[src/rtl/instr_fetch_pkg.sv]
// ---------------------------------------------------------------------------
// kgp_pkg : shared definitions for the KGP-RISC front end.
//   - Opcode constants seen on the opcode side of the control decoder.
//   - Fetch sequencer state encoding.
//   - Default reset PC and word/opcode widths.
//   - opcode_of() : extracts the primary opcode field of an instruction word.
// No ports (package).
// ---------------------------------------------------------------------------
package kgp_pkg;

  localparam int INSTR_W  = 32;
  localparam int OPCODE_W = 6;

  localparam logic [31:0] KGP_RESET_PC = 32'h0000_0000;

  localparam logic [OPCODE_W-1:0] OP_RTYPE = 6'b000000;
  localparam logic [OPCODE_W-1:0] OP_ITYPE = 6'b001000;
  localparam logic [OPCODE_W-1:0] OP_LOAD  = 6'b100000;
  localparam logic [OPCODE_W-1:0] OP_STORE = 6'b100001;
  localparam logic [OPCODE_W-1:0] OP_B     = 6'b010000;
  localparam logic [OPCODE_W-1:0] OP_BR    = 6'b010001;
  localparam logic [OPCODE_W-1:0] OP_BCOND = 6'b010010;
  localparam logic [OPCODE_W-1:0] OP_BL    = 6'b010011;

  typedef enum logic [1:0] {
    S_FETCH = 2'd0,
    S_WAIT  = 2'd1,
    S_ISSUE = 2'd2,
    S_DRAIN = 2'd3
  } fetch_state_e;

  function automatic logic [OPCODE_W-1:0] opcode_of(input logic [INSTR_W-1:0] word);
    return word[INSTR_W-1:INSTR_W-OPCODE_W];
  endfunction

endpackage

[src/rtl/instr_fetch_if.sv]
// ---------------------------------------------------------------------------
// instr_fetch_if : bundles every handshake/bus signal of the fetch sequencer.
//   Instruction memory : imem_req, imem_addr (to memory), imem_valid,
//                        imem_rdata (from memory).
//   Decode side        : instr_valid, instr, opcode, pc, link_addr (to decode),
//                        instr_ready (from decode).
//   Execute side       : br_taken, br_target (redirect from execute).
// Modports:
//   master : the fetch sequencer itself.
//   slave  : the surrounding environment (memory, decode, execute).
// ---------------------------------------------------------------------------
interface instr_fetch_if
  import kgp_pkg::*;
#(
  parameter int ADDR_W = 32
);

  logic                imem_req;
  logic [ADDR_W-1:0]   imem_addr;
  logic                imem_valid;
  logic [INSTR_W-1:0]  imem_rdata;

  logic                instr_valid;
  logic                instr_ready;
  logic [INSTR_W-1:0]  instr;
  logic [OPCODE_W-1:0] opcode;
  logic [ADDR_W-1:0]   pc;
  logic [ADDR_W-1:0]   link_addr;

  logic                br_taken;
  logic [ADDR_W-1:0]   br_target;

  modport master (
    output imem_req, imem_addr,
    input  imem_valid, imem_rdata,
    output instr_valid, instr, opcode, pc, link_addr,
    input  instr_ready,
    input  br_taken, br_target
  );

  modport slave (
    input  imem_req, imem_addr,
    output imem_valid, imem_rdata,
    input  instr_valid, instr, opcode, pc, link_addr,
    output instr_ready,
    output br_taken, br_target
  );

endinterface

[src/rtl/instr_fetch_pc_unit.sv]
// ---------------------------------------------------------------------------
// pc_unit : program-counter datapath of the fetch sequencer.
//   clk, reset  : clock and synchronous active-high reset.
//   redirect    : load target (word-aligned) into fetch_pc; wins over increment.
//   target      : redirect address; bits [1:0] are dropped.
//   increment   : advance fetch_pc by one word.
//   capture     : copy fetch_pc into pc (address of the instruction being issued).
//   fetch_pc    : address of the next/current fetch.
//   pc          : address of the issued instruction.
//   link_addr   : pc + 4, return address for bl.
// All arithmetic wraps modulo 2^ADDR_W.
// ---------------------------------------------------------------------------
module pc_unit
  import kgp_pkg::*;
#(
  parameter int                ADDR_W   = 32,
  parameter logic [ADDR_W-1:0] RESET_PC = ADDR_W'(KGP_RESET_PC)
) (
  input  logic              clk,
  input  logic              reset,
  input  logic              redirect,
  input  logic [ADDR_W-1:0] target,
  input  logic              increment,
  input  logic              capture,
  output logic [ADDR_W-1:0] fetch_pc,
  output logic [ADDR_W-1:0] pc,
  output logic [ADDR_W-1:0] link_addr
);

  localparam logic [ADDR_W-1:0] WORD_STEP  = ADDR_W'(4);
  localparam logic [ADDR_W-1:0] ALIGN_MASK = ~ADDR_W'(3);

  logic [ADDR_W-1:0] fetch_pc_d, fetch_pc_q;
  logic [ADDR_W-1:0] pc_d, pc_q;

  // Next-state selection: a redirect always beats the sequential increment.
  always_comb begin
    fetch_pc_d = fetch_pc_q;
    pc_d       = pc_q;
    if (redirect) begin
      fetch_pc_d = target & ALIGN_MASK;
    end else if (increment) begin
      fetch_pc_d = fetch_pc_q + WORD_STEP;
    end
    if (capture) begin
      pc_d = fetch_pc_q;
    end
  end

  always_ff @(posedge clk) begin
    if (reset) begin
      fetch_pc_q <= RESET_PC;
      pc_q       <= RESET_PC;
    end else begin
      fetch_pc_q <= fetch_pc_d;
      pc_q       <= pc_d;
    end
  end

  assign fetch_pc  = fetch_pc_q;
  assign pc        = pc_q;
  // Derived from the pc register, so it is as stable as pc itself.
  assign link_addr = pc_q + WORD_STEP;

endmodule

[src/rtl/instr_fetch.sv]
// ---------------------------------------------------------------------------
// instr_fetch : multi-cycle fetch/issue sequencer for the KGP-RISC core.
//   clk   : single clock, rising edge.
//   reset : synchronous, active-high.
//   bus   : instr_fetch_if.master
//           - imem_req/imem_addr out, imem_valid/imem_rdata in
//           - instr_valid/instr/opcode/pc/link_addr out, instr_ready in
//           - br_taken/br_target in
// Fetches one word at a time, holds it for decode until accepted, and applies
// branch redirects, discarding any fetch that is still in flight.
// ---------------------------------------------------------------------------
module instr_fetch
  import kgp_pkg::*;
#(
  parameter logic [31:0] RESET_PC = KGP_RESET_PC,
  parameter int          ADDR_W   = 32
) (
  input  logic           clk,
  input  logic           reset,
  instr_fetch_if.master  bus
);

  localparam logic [ADDR_W-1:0] RESET_PC_W = ADDR_W'(RESET_PC);

  fetch_state_e        state_q;
  logic                imem_req_q;
  logic                instr_valid_q;
  logic [INSTR_W-1:0]  instr_q;
  logic [OPCODE_W-1:0] opcode_q;

  logic              pc_redirect;
  logic              pc_increment;
  logic              pc_capture;
  logic [ADDR_W-1:0] fetch_pc;
  logic [ADDR_W-1:0] pc;
  logic [ADDR_W-1:0] link_addr;

  // PC datapath controls. A redirect is honoured in every state, and it
  // suppresses both the sequential advance and the capture of a response.
  always_comb begin
    pc_redirect  = bus.br_taken;
    pc_increment = (state_q == S_ISSUE) && bus.instr_ready && !bus.br_taken;
    pc_capture   = (state_q == S_WAIT) && bus.imem_valid && !bus.br_taken;
  end

  pc_unit #(
    .ADDR_W   (ADDR_W),
    .RESET_PC (RESET_PC_W)
  ) u_pc_unit (
    .clk       (clk),
    .reset     (reset),
    .redirect  (pc_redirect),
    .target    (bus.br_target),
    .increment (pc_increment),
    .capture   (pc_capture),
    .fetch_pc  (fetch_pc),
    .pc        (pc),
    .link_addr (link_addr)
  );

  // Sequencer FSM with registered outputs. imem_req_q is raised on every
  // transition into FETCH so the request appears in the FETCH cycle itself.
  // The only FETCH cycle with imem_req_q low is the one right after reset;
  // it launches the first request and has nothing outstanding to drain.
  // In DRAIN a redirect only retargets fetch_pc; if the drained response
  // arrives in that same cycle the drain is complete, so the FSM still leaves.
  always_ff @(posedge clk) begin
    if (reset) begin
      state_q       <= S_FETCH;
      imem_req_q    <= 1'b0;
      instr_valid_q <= 1'b0;
      instr_q       <= '0;
      opcode_q      <= '0;
    end else begin
      case (state_q)
        S_FETCH: begin
          if (imem_req_q) begin
            imem_req_q <= 1'b0;
            state_q    <= bus.br_taken ? S_DRAIN : S_WAIT;
          end else begin
            imem_req_q <= 1'b1;
          end
        end
        S_WAIT: begin
          if (bus.br_taken) begin
            if (bus.imem_valid) begin
              imem_req_q <= 1'b1;
              state_q    <= S_FETCH;
            end else begin
              state_q    <= S_DRAIN;
            end
          end else if (bus.imem_valid) begin
            instr_q       <= bus.imem_rdata;
            opcode_q      <= opcode_of(bus.imem_rdata);
            instr_valid_q <= 1'b1;
            state_q       <= S_ISSUE;
          end
        end
        S_ISSUE: begin
          if (bus.br_taken || bus.instr_ready) begin
            instr_valid_q <= 1'b0;
            imem_req_q    <= 1'b1;
            state_q       <= S_FETCH;
          end
        end
        S_DRAIN: begin
          if (bus.imem_valid) begin
            imem_req_q <= 1'b1;
            state_q    <= S_FETCH;
          end
        end
        default: begin
          imem_req_q    <= 1'b0;
          instr_valid_q <= 1'b0;
          state_q       <= S_FETCH;
        end
      endcase
    end
  end

  assign bus.imem_req    = imem_req_q;
  assign bus.imem_addr   = fetch_pc;
  assign bus.instr_valid = instr_valid_q;
  assign bus.instr       = instr_q;
  assign bus.opcode      = opcode_q;
  assign bus.pc          = pc;
  assign bus.link_addr   = link_addr;

endmodule

[src/flat_wrapper.sv]
// flat-port wrapper written by rule: the top's interface ports become plain ports
module instr_fetch_flat import kgp_pkg::*;
#(
  parameter logic [31:0] RESET_PC = KGP_RESET_PC,
  parameter int          ADDR_W   = 32
)
  (clk, reset, bus_imem_req, bus_imem_addr, bus_imem_valid, bus_imem_rdata, bus_instr_valid, bus_instr, bus_opcode, bus_pc, bus_link_addr, bus_instr_ready, bus_br_taken, bus_br_target);
  instr_fetch_if #(.ADDR_W(ADDR_W)) bus_i ();
  input  logic clk;
  input  logic reset;
  output wire logic [$bits(bus_i.imem_req)-1:0] bus_imem_req;
  output wire logic [$bits(bus_i.imem_addr)-1:0] bus_imem_addr;
  input wire logic [$bits(bus_i.imem_valid)-1:0] bus_imem_valid;
  input wire logic [$bits(bus_i.imem_rdata)-1:0] bus_imem_rdata;
  output wire logic [$bits(bus_i.instr_valid)-1:0] bus_instr_valid;
  output wire logic [$bits(bus_i.instr)-1:0] bus_instr;
  output wire logic [$bits(bus_i.opcode)-1:0] bus_opcode;
  output wire logic [$bits(bus_i.pc)-1:0] bus_pc;
  output wire logic [$bits(bus_i.link_addr)-1:0] bus_link_addr;
  input wire logic [$bits(bus_i.instr_ready)-1:0] bus_instr_ready;
  input wire logic [$bits(bus_i.br_taken)-1:0] bus_br_taken;
  input wire logic [$bits(bus_i.br_target)-1:0] bus_br_target;
  assign bus_imem_req = bus_i.imem_req;
  assign bus_imem_addr = bus_i.imem_addr;
  assign bus_i.imem_valid = bus_imem_valid;
  assign bus_i.imem_rdata = bus_imem_rdata;
  assign bus_instr_valid = bus_i.instr_valid;
  assign bus_instr = bus_i.instr;
  assign bus_opcode = bus_i.opcode;
  assign bus_pc = bus_i.pc;
  assign bus_link_addr = bus_i.link_addr;
  assign bus_i.instr_ready = bus_instr_ready;
  assign bus_i.br_taken = bus_br_taken;
  assign bus_i.br_target = bus_br_target;
  instr_fetch #(.RESET_PC(RESET_PC), .ADDR_W(ADDR_W)) u_core (.clk(clk), .reset(reset), .bus(bus_i));
endmodule
[config.mk]
export PLATFORM = sky130hd
export DESIGN_NAME = instr_fetch_flat
export DESIGN_NICKNAME = d
export VERILOG_FILES = /design/src/rtl/instr_fetch_pkg.sv /design/src/rtl/instr_fetch_if.sv /design/src/rtl/instr_fetch_pc_unit.sv /design/src/rtl/instr_fetch.sv /design/src/flat_wrapper.sv
export SDC_FILE = /design/constraint.sdc
export NUM_CORES = 1
export LEC_CHECK = 0
export BUFFER_PORTS_ARGS = -buffer_cell sky130_fd_sc_hd__buf_2
export CAP_MARGIN = 25
export CORE_ASPECT_RATIO = 0.5
export CORE_UTILIZATION = 30
export CTS_BUF_LIST = sky130_fd_sc_hd__clkbuf_4 sky130_fd_sc_hd__clkbuf_8
export DETAILED_ROUTE_END_ITERATION = 8
export GPL_TIMING_DRIVEN = 0
export SLEW_MARGIN = 20
export SYNTH_ARGS = -nofsm -noshare
export SYNTH_HDL_FRONTEND = slang
export SYNTH_SLANG_ARGS = --single-unit
[constraint.sdc]
create_clock -name clk -period 2.7 [get_ports clk]
set_clock_uncertainty 0.15 [all_clocks]
set_input_delay 0.27 -clock clk [delete_from_list [all_inputs] [get_ports clk]]
set_output_delay 0.27 -clock clk [all_outputs]
set_load 0.01 [all_outputs]
==> metrics.txt, run 1 <==
final hold vios=0; worst hold path depth=3; DR WL/cell=15.16 µm; PnR Total Power=2.912 mW; Slew HR=52.69%; Top FF cell, synth=dfxtp_1; clock tree buffer depth=2; Chip Height=91.03 µm; period utilization=95.09%; final instance area=6616 µm²; Die ar.=16390 µm²; vias per cell=4.970; register area share after synthesis=40.41%; largest net degree at the start of global routing=16; Yosys warning total=0; Top Ports=205; status=completed; FP Rows=32; Worst-Skew Late Latency=0.36 ns; post-route ant nets=0; CP Cell Sequence=nand3_1 > nor3_4 > clkbuf_4 > nand4_1 > xnor2_1 > buf_2; Final Max Slew Viols=0; Clock Sinks=96; CTS buffer count=9; gr ovfl total=0; Reg2Reg Setup Slack=0.17 ns; core box area=15450 µm²; Pleak=2.758 nW; # diodes=0; Via Count=5323; slowest stage cell, crit path=dfxtp_1; Crit path max-delay family=simple AND/OR/NAND/NOR gates; reg-to-reg endpoint=u_core.u_pc_unit.fetch_pc[27]$_SDFFE_PP0P_; FF-to-FF Start=u_core.u_pc_unit.fetch_pc[14]$_SDFFE_PP0P_; WL final=16230 µm; Clk Tree Root Cell=clkbuf_8; layout cells sized above 1=28.60%; Hold EP=u_core.u_pc_unit.fetch_pc[12]$_SDFFE_PP0P_; setup TNS=0 ns; EDFF count, synth=0; Distinct cells, synth=53; Synth Register Bits=96; worst slack, placed=0.06155 ns; Die Wd=180.1 µm; RSZ-0062 raised after global routing=yes; total track usage=19.97%; final setup fails=0; global-route wire length before repair=26250 µm; simple-gate share of the synthesized area=28.86%; min cycle time layout=2.567 ns; Post-Synth XOR/XNOR Area=7.182%; Avg Inst Size Synth=7.746 µm²; GPL Wtd Cong=0.8608; initial core utilization=30.77%; largest family of logic cells by synthesized area=simple AND/OR/NAND/NOR gates; Nets=933; post-DP HPWL=12000 µm; maximum vdd drop=0.0001940 V; worst hold path class=in -> reg; Setup crit start kind=flip-flop; critical path fanouts, max=10; Synth Area in Adders=0.5262%; Compound-Gate Fraction of Synth Area=16.52%; drt first pass iters=5; input/output buffers=196; hold path startpoint=bus_br_target[12]; CTS tree=built; mux cell area share after synthesis=0%; vias in the first global route=5122; Post-Syn Instances=614; Worst-Margin Slew=0.7031 ns; max_cap viols=0; FMAX=389.5 MHz; CP bufs+invs=2; H-tree levels=3; Area Overhead vs Synth=39.12%; Async SR Flop Fraction=0%; Largest stage delay, worst path=0.47 ns; worst setup margin=0.1327 ns; Post-Syn Area=4756 µm²; worst path arrival time=2.15 ns; Cell Pwr Density=440.1 nW/µm²; initial antenna violation count=0; worst r2r path cells=5; drt first-iter violations=268; Crit Path Class=reg -> out; fin util=42.81%; Worst Setup End Kind=primary output; clock slew at reported path FFs=0.10 ns; Residual DRC=0; Placement Cell Area=6022 µm²; Worst EP required=2.28 ns
worst register-to-register path, cell delays in order (launching register included):
cell and delay [ns]:
dfxtp_1 0.58, nand4_4 0.21, or4_1 0.54, buf_2 0.19, or4_1 0.52, a311oi_1 0.26
power by group:
group          internal, mW  switching [mW]  total [mW]
Clock                 0.397           0.525       0.922
Sequential             1.47          0.0893        1.56
Combinational         0.200           0.229       0.429
Total                  2.07           0.843        2.91
Yosys cell counts (2+ instances only):
library cell  count  area (µm²)
a311oi_1         13       113.9
buf_6             3       33.78
or3_1             2       12.51
dfxtp_1          96        1922
xor2_1            8       70.07
nand3_1          17       85.08
o31ai_1           9       67.56
nand2_1         152       570.6
nand4_1          24       150.1
clkbuf_1         34       127.6
and4_1            3       26.28
a31oi_1           5       31.28
a21oi_1          70       350.3
buf_1             3       11.26
buf_4            12       90.09
nor3_1           11       55.05
ha_1              2       25.02
xnor2_1          31       271.5
or4_1            12       90.09
and2_1            4       25.02
and3b_1           2       17.52
inv_1             9       33.78
o21ai_0           5       25.02
nor2_1           34       127.6
nor4_1            7       43.79
o22ai_1           3       18.77
a311o_1           3       30.03
a211oi_1         11       82.58
and3_1            5       31.28
sequential cells by signal, summed over array words and instances (netlist names):
name	flops
u_core.u_pc_unit.fetch_pc	30
u_core.u_pc_unit.pc	30
u_core.bus.instr	27
u_core.bus.opcode	5
u_core.state_q	2
u_core.bus.imem_req	1
u_core.bus.instr_valid	1
worst max-delay path by stage:
stage,start,end,cells past startpoint
floorplan,u_core.u_pc_unit.pc[2]$_SDFFE_PP0P_,bus_link_addr[22],5
global placement,u_core.u_pc_unit.pc[2]$_SDFFE_PP0P_,bus_link_addr[30],6
detailed placement,u_core.u_pc_unit.fetch_pc[2]$_SDFFE_PP0P_,u_core.u_pc_unit.fetch_pc[26]$_SDFFE_PP0P_,6
CTS,u_core.u_pc_unit.pc[2]$_SDFFE_PP0P_,bus_link_addr[22],7
global route,u_core.u_pc_unit.pc[2]$_SDFFE_PP0P_,bus_link_addr[22],7
finish,u_core.u_pc_unit.pc[4]$_SDFFE_PP0P_,bus_link_addr[31],6
cell usage in the layout, fill, tap and decap left out, types with 12 or more instances in the layout:
| master | synthesis | layout |
|---|---|---|
| dlygate4sd3_1 | 0 | 33 |
| xnor2_1 | 31 | 31 |
| dfxtp_1 | 96 | 92 |
| a311oi_1 | 13 | 13 |
| nor2_1 | 34 | 33 |
| nand2_1 | 152 | 152 |
| buf_2 | 1 | 197 |
| buf_4 | 12 | 14 |
| clkbuf_1 | 34 | 33 |
| nand3_1 | 17 | 17 |
| nand4_1 | 24 | 24 |
| a21oi_1 | 70 | 70 |
| or4_1 | 12 | 12 |
layout make-up:
class,instances,area [µm²]
plain buffers,53,271.5
well taps,204,255.2
fillers,1613,8838
multi-input cells,460,2595
inverters,10,37.54
clock buffers,12,158.9
repair buffers,232,1338
flip-flops and latches,96,1932
clock inverters,4,28.78
kinds of logic (layout without fill, tap and decap cells):
logic type | Yosys count | in the layout
flops | 96 | 96
compound gates | 127 | 127
xor+xnor | 39 | 39
buf+inv | 63 | 311
simple gates | 286 | 286
other cells | 1 | 6
fa+ha+maj | 2 | 2
per-stage QoR:
step           std cells  hold slack [ns]
2_1_floorplan        619           0.2560
3_3_place_gp        1019           0.2888
3_5_place_dp        1020           0.2937
4_1_cts             1069         0.001327
5_1_grt             1071         0.008228
6_report            1071          0.01659
per-layer routing:
layer | part of all wire, % | track usage, % | vias to the layer above | wire length, µm
li1 | - | - | 2649 | -
met1 | 45 | 25.47 | 2495 | 7370
met2 | 47 | 33.69 | 154 | 7702
met3 | 5.6 | 4.693 | 25 | 902
met4 | 1.6 | 5.627 | 0 | 258
met5 | 0 | 0 | - | 0
timing repair:
| item | in CTS | in global routing |
|---|---|---|
| endpoints found under the hold margin | 33 | 0 |
| buffers inserted | 0 | 2 |
| hold buffers | 33 | 0 |
| pin swaps | 0 | 2 |
| setup endpoints to repair | 9 | 18 |
| gates resized for setup | 2 | 17 |
Note: power is estimated with default switching activity, not from simulation.
==> inputs of run 2 (changes only) <==
--- a/config.mk
+++ b/config.mk
@@ -12,6 +12,7 @@
 export CTS_BUF_LIST = sky130_fd_sc_hd__clkbuf_4 sky130_fd_sc_hd__clkbuf_8
 export DETAILED_ROUTE_END_ITERATION = 8
 export GPL_TIMING_DRIVEN = 0
+export PLACE_DENSITY = 0.56
 export SLEW_MARGIN = 20
 export SYNTH_ARGS = -nofsm -noshare
 export SYNTH_HDL_FRONTEND = slang
==> metrics.txt, run 2 (synthesis results as in run 1) <==
CP Cell Sequence=nand4_1 > or4_1 > buf_2 > or4_1 > a311oi_1; post-route ant nets=0; Area Overhead vs Synth=39.73%; most frequent cells in the layout=buf_2 (197), nand2_1 (152), dfxtp_1 (92); FP Rows=32; initial antenna violation count=0; setup TNS=0 ns; largest net degree at the start of global routing=16; Final Max Slew Viols=0; DR WL/cell=14.74 µm; FF-to-FF Start=u_core.u_pc_unit.fetch_pc[10]$_SDFFE_PP0P_; Residual DRC=0; status=completed; worst path arrival time=2.67 ns; Cell Pwr Density=458.9 nW/µm²; Final Non-Filler Cells=1071; core box area=15450 µm²; Die ar.=16390 µm²; Largest stage delay, worst path=0.55 ns; Die Wd=180.1 µm; final setup fails=0; Chip Height=91.03 µm; clock tree buffer depth=2; fin util=43.00%; worst setup margin=0.1611 ns; FMAX=393.9 MHz; vias in the first global route=5021; input/output buffers=196; drt first pass iters=5; Nets=933; slowest stage cell, crit path=or4_1; H-tree levels=3; WL final=15780 µm; global-route wire length before repair=25300 µm; Clock Sinks=96; placed cells=1020; worst hold path class=in -> reg; maximum vdd drop=0.0001923 V; vias per cell=4.929; Critical Path Start=u_core.u_pc_unit.fetch_pc[10]$_SDFFE_PP0P_; min cycle time layout=2.539 ns; layout cells sized above 1=28.72%; reg-to-reg endpoint=u_core.u_pc_unit.fetch_pc[27]$_SDFFE_PP0P_; Clk Tree Root Cell=clkbuf_8; worst r2r path cells=5; critical path fanouts, max=9; Via Count=5279; final hold vios=0; CTS buffer count=9; Top Ports=205; # diodes=0; clock slew at reported path FFs=0.10 ns; period utilization=94.03%; Slew HR=52.69%; crit path to=u_core.u_pc_unit.fetch_pc[27]$_SDFFE_PP0P_; Crit Path Class=reg -> reg; worst slack, placed=0.1079 ns; GPL Wtd Cong=0.8346; max_cap viols=0; total track usage=19.18%; drt first-iter violations=206; most used cell, CP=or4_1; Pleak=2.790 nW; CTS tree=built; gr ovfl total=0; initial core utilization=30.77%; Worst-Margin Slew=0.7031 ns; commonest non-fill, non-tap cell in the layout=buf_2; Reg2Reg Setup Slack=0.16 ns; post-DP HPWL=11800 µm; Worst Setup End Kind=flip-flop; Worst EP required=2.83 ns; Worst-Skew Late Latency=0.37 ns; Setup crit start kind=flip-flop; RSZ-0062 raised after global routing=no
## run 2: cell count changes in the layout (fill, tap and decap cells not counted), sizes merged
cell,previous run,this run
clkinvlp,2,1
clkbuf,46,45
bufinv,0,2
## run 2: cell type report
class	count	area [µm²]
buffer	53	271.5
inverter	10	37.54
tap	204	255.2
clock inverter	5	81.33
multi-input combinational	460	2600
fill	1602	8810
timing repair buffer	232	1334
clock buffer	11	138.9
sequential	96	1927
## run 2: repair_timing
action                                  in CTS  in global routing
buffers inserted                             0                  2
pin swaps                                    0                  1
hold endpoints to repair                    33                  0
endpoints found under the setup margin      14                 15
resized for setup                            3                 12
hold buffers                                33                  0
gates cloned                                 0                  0
## run 2: worst min-delay path by stage
stage                                                            end                         startpoint  cells after the start
after CTS                 u_core.u_pc_unit.fetch_pc[18]$_SDFFE_PP0P_                  bus_br_target[18]                      3
after global placement             u_core.bus.instr[23]$_SDFFE_PP0P_  u_core.bus.instr[23]$_SDFFE_PP0P_                      2
final                     u_core.u_pc_unit.fetch_pc[18]$_SDFFE_PP0P_                  bus_br_target[18]                      3
after floorplan                     u_core.bus.instr[0]$_SDFFE_PP0P_                  bus_imem_rdata[0]                      2
after detailed placement           u_core.bus.instr[14]$_SDFFE_PP0P_  u_core.bus.instr[14]$_SDFFE_PP0P_                      2
after global routing      u_core.u_pc_unit.fetch_pc[25]$_SDFFE_PP0P_                  bus_br_target[25]                      3
## run 2: power breakdown
group	switching, mW	internal (mW)
clock	0.521	0.544
combinational	0.224	0.199
sequential	0.0884	1.47
## run 2: critical path, delay by kind of cell, from the launching register on
| family | cells | cell delay (ns) |
|---|---|---|
| compound gates | 1 | 0.25 |
| buf+inv | 1 | 0.19 |
| flops | 1 | 0.51 |
| simple gates | 3 | 1.35 |
## run 2: layer usage
layer,share of wire [%],vias up,global-route usage [%]
li1,-,2646,-
met1,48,2482,24.64
met2,46,135,32.68
met3,5.1,16,4.653
met4,0.93,0,3.917
met5,0,-,0
## run 2: stage by stage
step	power, mW	instance area [µm²]	hold WS [ns]
3_5_place_dp	1.981	6025	0.2938
3_3_place_gp	1.978	6011	0.2886
5_1_grt	3.186	6645	0.008941
6_report	3.049	6645	0.01160
2_1_floorplan	1.791	4775	0.2560
4_1_cts	3.078	6590	0.001269
==> inputs of run 3 (changes only) <==
--- a/config.mk
+++ b/config.mk
@@ -7,7 +7,6 @@
 export LEC_CHECK = 0
 export BUFFER_PORTS_ARGS = -buffer_cell sky130_fd_sc_hd__buf_2
 export CAP_MARGIN = 25
-export CORE_ASPECT_RATIO = 0.5
 export CORE_UTILIZATION = 30
 export CTS_BUF_LIST = sky130_fd_sc_hd__clkbuf_4 sky130_fd_sc_hd__clkbuf_8
 export DETAILED_ROUTE_END_ITERATION = 8
==> metrics.txt, run 3 (synthesis results as in run 1) <==
H-tree levels=3; vias in the first global route=4934; max_cap viols=0; commonest non-fill, non-tap cell in the layout=buf_2; clock slew at reported path FFs=0.10 ns; Area Overhead vs Synth=40.99%; final instance area=6705 µm²; Pleak=2.793 nW; RSZ-0062 raised after global routing=no; final hold vios=0; worst path arrival time=2.18 ns; period utilization=96.46%; met2 wire len=7408 µm; layout cells sized above 1=28.25%; CTS buffer count=9; post-DP HPWL=12260 µm; Worst-Margin Slew=0.6496 ns; FMAX=384.0 MHz; Worst Setup End Kind=primary output; final setup fails=0; Placement Cell Area=6026 µm²; CTS tree=built; clock tree buffer depth=2; Worst EP required=2.28 ns; post-route ant nets=0; Residual DRC=0; Final Non-Filler Cells=1090; Worst-Skew Late Latency=0.39 ns; Die ar.=16360 µm²; FP Rows=45; PnR Total Power=2.961 mW; largest net degree at the start of global routing=16; Final Max Slew Viols=0; critical path fanouts, max=10; most frequent cells in the layout=buf_2 (197), nand2_1 (152), dfxtp_1 (92); Routed met3 length=882 µm; core box area=15310 µm²; input/output buffers=196; placed cells=1026; drt first pass iters=5; WL final=16460 µm; DR WL/cell=15.10 µm; total track usage=20.01%; Cell Pwr Density=441.6 nW/µm²; fillers=1692; worst hold path class=in -> reg; Clock Sinks=96; maximum vdd drop=0.0002150 V; global-route wire length before repair=25450 µm; GPL Wtd Cong=0.8337; top sig layer=met4; Slew HR=56.36%; worst setup margin=0.09555 ns; initial core utilization=31.05%; Die Wd=127.9 µm; Nets=944; worst slack, placed=0.03736 ns; initial antenna violation count=1; Top Ports=205; min cycle time layout=2.604 ns; Chip Height=127.9 µm; status=completed; drt first-iter violations=307; Clk Tree Root Cell=clkbuf_8; WL met1=7632 µm; Crit Path Class=reg -> out; vias per cell=4.858; gr ovfl total=0; Via Count=5295; Setup crit start kind=flip-flop
run 3: worst max-delay path, cell delays in order, from the launching register on:
cell and delay (ns):
dfxtp_1 0.48, nand3_1 0.16, nor3_2 0.31, clkbuf_2 0.29
nand4_1 0.21, xnor2_1 0.19, buf_2 0.15
run 3: cell type report:
class | instances | area [µm²] | area share (%)
Sequential cell | 96 | 1927 | 28.74
Multi-Input combinational cell | 460 | 2572 | 38.37
Antenna cell | 1 | 2.502 | 0.03732
Timing Repair Buffer | 243 | 1441 | 21.50
Clock buffer | 12 | 165.2 | 2.463
Clock inverter | 4 | 26.28 | 0.3919
Inverter | 10 | 37.54 | 0.5598
Buffer | 53 | 269.0 | 4.012
Tap cell | 211 | 264.0 | 3.937
run 3: final timing paths:
path,from,end,slack (ns),depth (start not counted)
setup / recovery,u_core.u_pc_unit.pc[5]$_SDFFE_PP0P_,bus_link_addr[31],0.1,6
hold / removal,bus_br_target[16],u_core.u_pc_unit.fetch_pc[16]$_SDFFE_PP0P_,0.01,3
setup reg to reg,u_core.u_pc_unit.fetch_pc[2]$_SDFFE_PP0P_,u_core.u_pc_unit.fetch_pc[24]$_SDFFE_PP0P_,0.17,6
hold reg to reg,u_core.bus.instr[23]$_SDFFE_PP0P_,u_core.bus.instr[23]$_SDFFE_PP0P_,0.30,2
run 3: repair_timing:
action	CTS	global route
pin swaps	0	1
buffers inserted	0	4
endpoints found under the setup margin	16	12
hold buffers	43	0
gates resized for setup	3	6
endpoints found under the hold margin	43	0
run 3: per-layer routing:
| layer | global-route usage (%) | vias to the layer above |
|---|---|---|
| met4 | 10.45 | 0 |
| met3 | 2.838 | 30 |
| li1 | - | 2671 |
| met1 | 26.22 | 2424 |
| met5 | 0 | - |
| met2 | 31.94 | 170 |
run 3: stage by stage:
| step | hold WS (ns) | utilization [%] | TNS (ns) |
|---|---|---|---|
| 6_report | 0.01253 | 43.78 | 0 |
| 4_1_cts | 0.003295 | 43.50 | 0 |
| 5_1_grt | 0.01391 | 43.78 | 0 |
| 2_1_floorplan | 0.2560 | - | 0 |
| 3_3_place_gp | 0.2899 | 39.31 | -1.305 |
| 3_5_place_dp | 0.2935 | 39.35 | 0 |
run 3: power breakdown:
group | total [mW] | internal, mW | switching, mW | leakage, nW
sequential | 1.57 | 1.47 | 0.0922 | 0.784
combinational | 0.441 | 0.209 | 0.232 | 1.91
clock | 0.955 | 0.412 | 0.543 | 0.0988
total | 2.96 | 2.09 | 0.867 | 2.79
